## src/rtl/spi_target_pkg.sv

```systemverilog
// Shared definitions for the SPI target: register map, bit positions, FSM states.
package spi_target_pkg;

  // Word addresses within the register window (wb_adr_i[3:2])
  localparam logic [1:0] REG_RXDATA = 2'd0;
  localparam logic [1:0] REG_TXDATA = 2'd1;
  localparam logic [1:0] REG_STATUS = 2'd2;
  localparam logic [1:0] REG_CTRL   = 2'd3;

  // STATUS bit positions
  localparam int ST_RX_VALID = 0;
  localparam int ST_TX_EMPTY = 1;
  localparam int ST_OVERRUN  = 2;
  localparam int ST_UNDERRUN = 3;
  localparam int ST_SELECTED = 4;

  // CTRL bit positions
  localparam int CT_ENABLE = 0;
  localparam int CT_IE_RX  = 1;
  localparam int CT_IE_TX  = 2;

  typedef enum logic {
    IDLE  = 1'b0,
    SHIFT = 1'b1
  } state_t;

endpackage

```

## src/rtl/spi_target_sync.sv

```systemverilog
// Two-flop synchroniser for an asynchronous pad, followed by a registered
// edge detector. The level output is the delayed copy the edge detector
// compares against, so level and the pulses refer to the same sample.
module spi_target_sync #(
  parameter logic RST_VAL = 1'b0
) (
  input  logic clk,
  input  logic rst,
  input  logic din,
  output logic level,
  output logic rise,
  output logic fall
);

  logic meta;
  logic sync;

  // Synchronise the pad and produce one-cycle rise/fall pulses
  always_ff @(posedge clk or posedge rst) begin
    if (rst) begin
      meta  <= RST_VAL;
      sync  <= RST_VAL;
      level <= RST_VAL;
      rise  <= 1'b0;
      fall  <= 1'b0;
    end else begin
      meta  <= din;
      sync  <= meta;
      level <= sync;
      rise  <= sync & ~level;
      fall  <= ~sync & level;
    end
  end

endmodule

```

## src/rtl/spi_target_wb.sv

```systemverilog
// SPI target (mode 0, MSB first) with a Wishbone classic register interface.
// Pads are oversampled in the Wishbone clock domain; one word is received
// into RXDATA and one CPU-loaded word is shifted out per CHAR_LEN clocks.
module spi_target_wb
  import spi_target_pkg::*;
#(
  parameter int CHAR_LEN = 8
) (
  input  logic        wb_clk_i,
  input  logic        wb_rst_i,
  input  logic [4:2]  wb_adr_i,
  input  logic [31:0] wb_dat_i,
  input  logic [3:0]  wb_sel_i,
  input  logic        wb_we_i,
  input  logic        wb_stb_i,
  input  logic        wb_cyc_i,
  output logic        wb_ack_o,
  output logic [31:0] wb_dat_o,
  output logic        wb_err_o,
  output logic        int_o,
  input  logic        cs_n_i,
  input  logic        sck_i,
  input  logic        sdi_i,
  output logic        sdo_o,
  output logic        sdo_oe_o
);

  localparam int CNT_W = $clog2(CHAR_LEN);
  localparam logic [CNT_W-1:0] LAST_BIT = CNT_W'(CHAR_LEN - 1);

  logic cs_level, cs_rise, cs_fall;
  logic sck_level, sck_rise, sck_fall;
  logic sdi_level, sdi_rise, sdi_fall;

  spi_target_sync #(.RST_VAL(1'b1)) u_sync_cs (
    .clk(wb_clk_i), .rst(wb_rst_i), .din(cs_n_i),
    .level(cs_level), .rise(cs_rise), .fall(cs_fall));
  spi_target_sync #(.RST_VAL(1'b0)) u_sync_sck (
    .clk(wb_clk_i), .rst(wb_rst_i), .din(sck_i),
    .level(sck_level), .rise(sck_rise), .fall(sck_fall));
  spi_target_sync #(.RST_VAL(1'b0)) u_sync_sdi (
    .clk(wb_clk_i), .rst(wb_rst_i), .din(sdi_i),
    .level(sdi_level), .rise(sdi_rise), .fall(sdi_fall));

  state_t state, state_next;
  logic enter, leave, rx_sample, tx_fall;

  logic [CNT_W-1:0]    bit_cnt;
  logic [CHAR_LEN-1:0] rx_shift, tx_shift, rx_data, tx_hold;
  logic                reload_pending;
  logic                rx_valid, tx_empty, overrun, underrun;
  logic [2:0]          ctrl;

  logic enable;
  assign enable = ctrl[CT_ENABLE];

  // Bus decode: a new access is one not already being answered
  logic       access, bad_adr;
  logic [1:0] reg_sel;
  logic       rx_read, tx_write, status_write, ctrl_write;
  assign access       = wb_stb_i & wb_cyc_i & ~wb_ack_o & ~wb_err_o;
  assign bad_adr      = wb_adr_i[4];
  assign reg_sel      = wb_adr_i[3:2];
  assign rx_read      = access & ~bad_adr & ~wb_we_i & (reg_sel == REG_RXDATA);
  assign tx_write     = access & ~bad_adr &  wb_we_i & (reg_sel == REG_TXDATA);
  assign status_write = access & ~bad_adr &  wb_we_i & (reg_sel == REG_STATUS);
  assign ctrl_write   = access & ~bad_adr &  wb_we_i & (reg_sel == REG_CTRL);

  logic [CHAR_LEN-1:0] rx_word, tx_next;
  logic                word_done, tx_load;
  assign rx_word   = {rx_shift[CHAR_LEN-2:0], sdi_level};
  assign tx_next   = tx_empty ? '0 : tx_hold;
  assign word_done = rx_sample & (bit_cnt == LAST_BIT);
  assign tx_load   = enter | (tx_fall & reload_pending);
  assign sdo_oe_o  = (state == SHIFT) & enable;

  // FSM state register
  always_ff @(posedge wb_clk_i or posedge wb_rst_i) begin
    if (wb_rst_i) state <= IDLE;
    else          state <= state_next;
  end

  // Next state and the per-cycle shift strobes; leaving SHIFT wins over sck edges
  always_comb begin
    state_next = state;
    enter      = 1'b0;
    leave      = 1'b0;
    rx_sample  = 1'b0;
    tx_fall    = 1'b0;
    case (state)
      IDLE: begin
        if (cs_fall && enable) begin
          state_next = SHIFT;
          enter      = 1'b1;
        end
      end
      SHIFT: begin
        if (cs_rise || !enable) begin
          state_next = IDLE;
          leave      = 1'b1;
        end else begin
          rx_sample = sck_rise;
          tx_fall   = sck_fall;
        end
      end
      default: state_next = IDLE;
    endcase
  end

  // Shift registers, bit counter and MISO driver
  always_ff @(posedge wb_clk_i or posedge wb_rst_i) begin
    if (wb_rst_i) begin
      bit_cnt        <= '0;
      rx_shift       <= '0;
      tx_shift       <= '0;
      reload_pending <= 1'b0;
      sdo_o          <= 1'b0;
    end else if (enter) begin
      bit_cnt        <= '0;
      reload_pending <= 1'b0;
      tx_shift       <= tx_next;
      sdo_o          <= tx_next[CHAR_LEN-1];
    end else if (leave) begin
      bit_cnt        <= '0;
      reload_pending <= 1'b0;
      sdo_o          <= 1'b0;
    end else if (rx_sample) begin
      rx_shift <= rx_word;
      if (bit_cnt == LAST_BIT) begin
        bit_cnt        <= '0;
        reload_pending <= 1'b1;
      end else begin
        bit_cnt <= bit_cnt + 1'b1;
      end
    end else if (tx_fall) begin
      if (reload_pending) begin
        tx_shift       <= tx_next;
        sdo_o          <= tx_next[CHAR_LEN-1];
        reload_pending <= 1'b0;
      end else begin
        tx_shift <= {tx_shift[CHAR_LEN-2:0], 1'b0};
        sdo_o    <= tx_shift[CHAR_LEN-2];
      end
    end
  end

  // Holding registers and status flags; later statements take priority,
  // so a TX write lands after a same-cycle reload consumed the old word
  always_ff @(posedge wb_clk_i or posedge wb_rst_i) begin
    if (wb_rst_i) begin
      rx_data  <= '0;
      rx_valid <= 1'b0;
      tx_hold  <= '0;
      tx_empty <= 1'b1;
      overrun  <= 1'b0;
      underrun <= 1'b0;
      ctrl     <= '0;
    end else begin
      if (word_done) begin
        if (!rx_valid || rx_read) begin
          rx_data  <= rx_word;
          rx_valid <= 1'b1;
        end
      end else if (rx_read) begin
        rx_valid <= 1'b0;
      end
      if (status_write && wb_dat_i[ST_OVERRUN]) overrun <= 1'b0;
      if (word_done && rx_valid && !rx_read)    overrun <= 1'b1;
      if (status_write && wb_dat_i[ST_UNDERRUN]) underrun <= 1'b0;
      if (tx_load) begin
        if (tx_empty) underrun <= 1'b1;
        else          tx_empty <= 1'b1;
      end
      if (tx_write) begin
        tx_hold  <= wb_dat_i[CHAR_LEN-1:0];
        tx_empty <= 1'b0;
      end
      if (ctrl_write) ctrl <= wb_dat_i[2:0];
    end
  end

  // Read data multiplexer
  logic [31:0] rd_data;
  always_comb begin
    rd_data = '0;
    case (reg_sel)
      REG_RXDATA: rd_data = 32'(rx_data);
      REG_STATUS: begin
        rd_data[ST_RX_VALID] = rx_valid;
        rd_data[ST_TX_EMPTY] = tx_empty;
        rd_data[ST_OVERRUN]  = overrun;
        rd_data[ST_UNDERRUN] = underrun;
        rd_data[ST_SELECTED] = (state == SHIFT);
      end
      REG_CTRL:   rd_data[2:0] = ctrl;
      default:    rd_data = '0;
    endcase
  end

  // Single-cycle ack/err pulse; read data is captured and held until the next read
  always_ff @(posedge wb_clk_i or posedge wb_rst_i) begin
    if (wb_rst_i) begin
      wb_ack_o <= 1'b0;
      wb_err_o <= 1'b0;
      wb_dat_o <= '0;
    end else begin
      wb_ack_o <= access & ~bad_adr;
      wb_err_o <= access & bad_adr;
      if (access && !bad_adr && !wb_we_i) wb_dat_o <= rd_data;
    end
  end

  // Registered interrupt combining the enabled sources
  always_ff @(posedge wb_clk_i or posedge wb_rst_i) begin
    if (wb_rst_i) int_o <= 1'b0;
    else int_o <= ((rx_valid & ctrl[CT_IE_RX]) | (tx_empty & ctrl[CT_IE_TX]) |
                   overrun | underrun) & enable;
  end

  logic unused;
  assign unused = ^{wb_sel_i, wb_dat_i, cs_level, sck_level, sdi_rise, sdi_fall};

endmodule

```

## config.mk

```make
export PLATFORM = sky130hd
export DESIGN_NAME = spi_target_wb
export DESIGN_NICKNAME = d
export VERILOG_FILES = /design/src/rtl/spi_target_pkg.sv /design/src/rtl/spi_target_sync.sv /design/src/rtl/spi_target_wb.sv
export SDC_FILE = /design/constraint.sdc
export NUM_CORES = 1
export LEC_CHECK = 0
export ABC_AREA = 1
export BUFFER_PORTS_ARGS = -buffer_cell sky130_fd_sc_hd__buf_2
export CAP_MARGIN = 20
export CORE_AREA = 3 3 91 101
export DETAILED_ROUTE_END_ITERATION = 7
export DIE_AREA = 0 0 94 104
export GPL_ROUTABILITY_DRIVEN = 0
export GPL_TIMING_DRIVEN = 0
export SETUP_SLACK_MARGIN = 0.4
export SYNTH_ARGS = -nofsm -noshare
export SYNTH_HDL_FRONTEND = slang
export SYNTH_SLANG_ARGS = --single-unit
```

## constraint.sdc

```tcl
create_clock -name wb_clk_i -period 3.54 [get_ports wb_clk_i]
set_clock_uncertainty 0.15 [all_clocks]
set_input_delay 1.062 -clock wb_clk_i [delete_from_list [all_inputs] [get_ports wb_clk_i]]
set_output_delay 1.062 -clock wb_clk_i [all_outputs]
set_load 0.01 [all_outputs]
```

==> metrics.log <==
INFO  metric cts.clk_slew.worst_paths = 70 ps
INFO  metric grt_start_max_net_pins = 68
INFO  metric postSynthRegisterBits = 67
INFO  metric core = 8320 µm²
INFO  metric synth-warning-count = 0
INFO  metric layout.filler_cells = 835
INFO  metric power_per_cell_area = 483 nW/µm²
INFO  metric final_layout_worst_hold_slack = 202 ps
INFO  metric ant_nets = 0
INFO  metric rows = 35
INFO  metric cts_resized = 0
INFO  metric period_needed = 2350 ps
INFO  metric cts_tree = built
INFO  metric timing.max_cap.violations = 0
INFO  metric worst_slew_pin_slew = 823 ps
INFO  metric final_min_period_over_clock_period = 0.665
INFO  metric ioPinCount = 84
INFO  metric crit_path_start_kind = flip-flop
INFO  metric worst-endpoint-arrival = 1140 ps
INFO  metric top_signal_layer_used = met4
INFO  metric port_buffers = 31
INFO  metric wirelength = 5.70 mm
INFO  metric postPlaceCellArea = 3400 µm²
INFO  metric rsz0062_at_grt = false
INFO  metric detailroute.wirelength.met3 = 359 µm
INFO  metric avgSynthCellArea = 8.91 µm²
INFO  metric hold_violations = 0
INFO  metric syn2layout_area_growth = 20.2%
INFO  metric post-dp-hpwl = 3.99 mm
INFO  metric crit_path_max_fanout = 7
INFO  metric chipHeight = 104 µm
INFO  metric place_inst = 504
INFO  metric met1Wirelength = 2.67 mm
INFO  metric min_delay_path_depth = 0
INFO  metric htree_num_levels = 3
INFO  metric synthesis.area = 3020 µm²
INFO  metric setup_viol_count_final = 0
INFO  metric worst_r2r_endpoint = reload_pending
INFO  metric place_ws = 1160 ps
INFO  metric avgViaCountPerCell = 4.23
INFO  metric post_drt_wl_per_cell = 11.0 µm
INFO  metric drc_errors = 0
INFO  metric clk-insertion-delay-late = 350 ps
INFO  metric irDropWorstVdd = 0.182 mV
INFO  metric netlist_instances = 339
INFO  metric finish.utilization = 0.436
INFO  metric met2WireLength = 2.57 mm
INFO  metric initial_antenna_violation_count = 0
INFO  metric accumulated_negative_setup_slack = 0 ps
INFO  metric finalNetCount = 453
INFO  metric worst_slack = 1190 ps
INFO  metric groute.usage.overall = 0.127
INFO  metric cts_hold_buffers_added = 0
INFO  metric length_of_the_first_detailed_routing_pass_in_iterations = 4
INFO  metric timing.max_slew.rel_slack = 0.451
INFO  metric overflow = 0
INFO  metric power.static_leakage = 2.04 nW
INFO  metric design_power_total = 1.75 mW
INFO  metric initial_utilization = 0.363
INFO  metric rr_startpoint = bit_cnt[0]
INFO  metric insertedDiodeCount = 0
INFO  metric synthDistinctLibCells = 28
INFO  metric cts_num_sinks = 67
INFO  metric crit_required = 2330 ps
INFO  metric final_cells = 520
INFO  metric min_delay_worst_endpoint = u_sync_sdi.level
INFO  metric drive_above_1_share = 0.249
INFO  metric timing.reg2reg.setup_slack = 1980 ps
INFO  metric total_number_of_vias = 2201
INFO  metric achievable-frequency = 0.425 GHz
INFO  metric critPathCaptureType = output port
INFO  metric worst-r2r-cell-count = 7
INFO  metric tritoncts.num_buffers = 9
INFO  metric fp.dieArea = 9780 µm²
INFO  metric yosys.area.top_type_share = 0.522
INFO  metric class_of_the_tightest_hold_or_removal_check = flip-flop to flip-flop
INFO  metric timing_worst_setup_path_type = flip-flop to output port
INFO  metric dr.first_iter.drc_count = 91
INFO  metric clockBufferDepth = 2
INFO  metric floorplan.die.width = 94 µm
INFO  metric timing.hold.worst.start = u_sync_sdi.sync
INFO  metric post-route-cell-area = 3630 µm²
INFO  metric ctsRootBufferMaster = sky130_fd_sc_hd__clkbuf_8
INFO  metric post_cts_buffers = 0
INFO  metric run_status = finished, final reports clean
INFO  metric drv_slew = 0
INFO  metric yosysSeqAreaShare = 0.557
INFO  metric first_pass_grt_wire_length = 9.80 mm
INFO  metric synth_area_leader_cell = sky130_fd_sc_hd__dfrtp_1
INFO  metric synth_area_leaders = sky130_fd_sc_hd__dfrtp_1 52%, sky130_fd_sc_hd__nand2_1 16%, sky130_fd_sc_hd__buf_4 6.0%
INFO  metric first_global_vias = 2139
cells in the final DEF (no fill, tap or decap), drive strengths merged:
master and instances:
o31ai 2, buf 59, bufinv 2, dfstp 4
nand2 136, dfrtp 63, clkbuf 10, clkinv 2
nor3 1, nand4 2, clkinvlp 2, inv 34
nand3 33, ha 2, a21oi 1, conb 24
nor2 14, a22o 1, o21ai 17
worst max-delay path: stages, from the launching register on:
cell and delay, ps:
sky130_fd_sc_hd__dfrtp_1 490, sky130_fd_sc_hd__nand2_2 90, sky130_fd_sc_hd__inv_2 90, sky130_fd_sc_hd__buf_2 130
layer usage:
metal / track usage / vias to the layer above
met5: 0 / -
met4: 0.0526 / 0
met3: 0.0441 / 9
met2: 0.193 / 50
met1: 0.163 / 1003
li1: - / 1139
registers in the layout, indices dropped and copies added, names as in the netlist, 3 cells and up:
signal and flops:
tx_shift 7, ctrl 3, bit_cnt 3, rx_shift 7, wb_dat_o 8, tx_hold 8, rx_data 8
how the worst max path moves through the flow:
stage	slack, ps	cells after the start	end	start
after floorplan	650	1	bit_cnt[0]	wb_rst_i
after global placement	-250	2	wb_dat_o[7]	wb_rst_i
after detailed placement	1160	7	rx_data[0]	wb_adr_i[3]
after CTS	1150	3	sdo_oe_o	ctrl[0]
after global routing	1060	3	sdo_oe_o	ctrl[0]
final	1190	3	sdo_oe_o	ctrl[0]
area by class of cell:
| type | count | area (µm²) | area share |
|---|---|---|---|
| multi-input cells | 233 | 1070 | 0.296 |
| repair buffers | 31 | 155 | 0.0427 |
| clock inverters | 6 | 88.8 | 0.0245 |
| well taps | 111 | 139 | 0.0382 |
| plain buffers | 28 | 219 | 0.0603 |
| inverters | 34 | 135 | 0.0372 |
| clock buffers | 10 | 138 | 0.0379 |
| flip-flops and latches | 67 | 1680 | 0.463 |
cells in the mapped netlist:
master and n:
sky130_fd_sc_hd__nand2_2 5, sky130_fd_sc_hd__dfrtp_1 63, sky130_fd_sc_hd__dfstp_2 4, sky130_fd_sc_hd__buf_2 1, sky130_fd_sc_hd__nand3_2 1, sky130_fd_sc_hd__buf_6 3
sky130_fd_sc_hd__a22o_1 1, sky130_fd_sc_hd__o21ai_0 13, sky130_fd_sc_hd__nor2_4 4, sky130_fd_sc_hd__nand3_4 1, sky130_fd_sc_hd__nand3_1 31, sky130_fd_sc_hd__o21ai_1 1
sky130_fd_sc_hd__nor3_1 1, sky130_fd_sc_hd__o31ai_1 2, sky130_fd_sc_hd__nand2_4 1, sky130_fd_sc_hd__conb_1 1, sky130_fd_sc_hd__o21ai_2 3, sky130_fd_sc_hd__nor2_1 8
sky130_fd_sc_hd__inv_1 30, sky130_fd_sc_hd__a21oi_1 1, sky130_fd_sc_hd__nand4_1 2, sky130_fd_sc_hd__inv_6 1, sky130_fd_sc_hd__buf_4 24, sky130_fd_sc_hd__ha_1 2
sky130_fd_sc_hd__nor2_2 2, sky130_fd_sc_hd__inv_2 3, sky130_fd_sc_hd__nand2_1 129, sky130_fd_sc_hd__nand2_8 1
logic make-up (layout without fill, tap and decap cells):
group,count (synthesis),in the layout,synth area share
AND/OR/NAND/NOR,186,186,0.276
flip-flops,67,67,0.557
buffers and inverters,62,109,0.116
AO/OA/AOI/OAI,21,21,0.0414
adder cells (fa/ha/maj),2,2,0.00828
other,1,24,0.00124
power breakdown:
part | total (mW) | internal (mW) | switching [mW] | leakage, nW
combinational | 0.167 | 0.0666 | 0.100 | 1.05
clock | 0.722 | 0.416 | 0.306 | 0.108
sequential | 0.865 | 0.822 | 0.0427 | 0.887
Power figures use the tool's default switching activity.
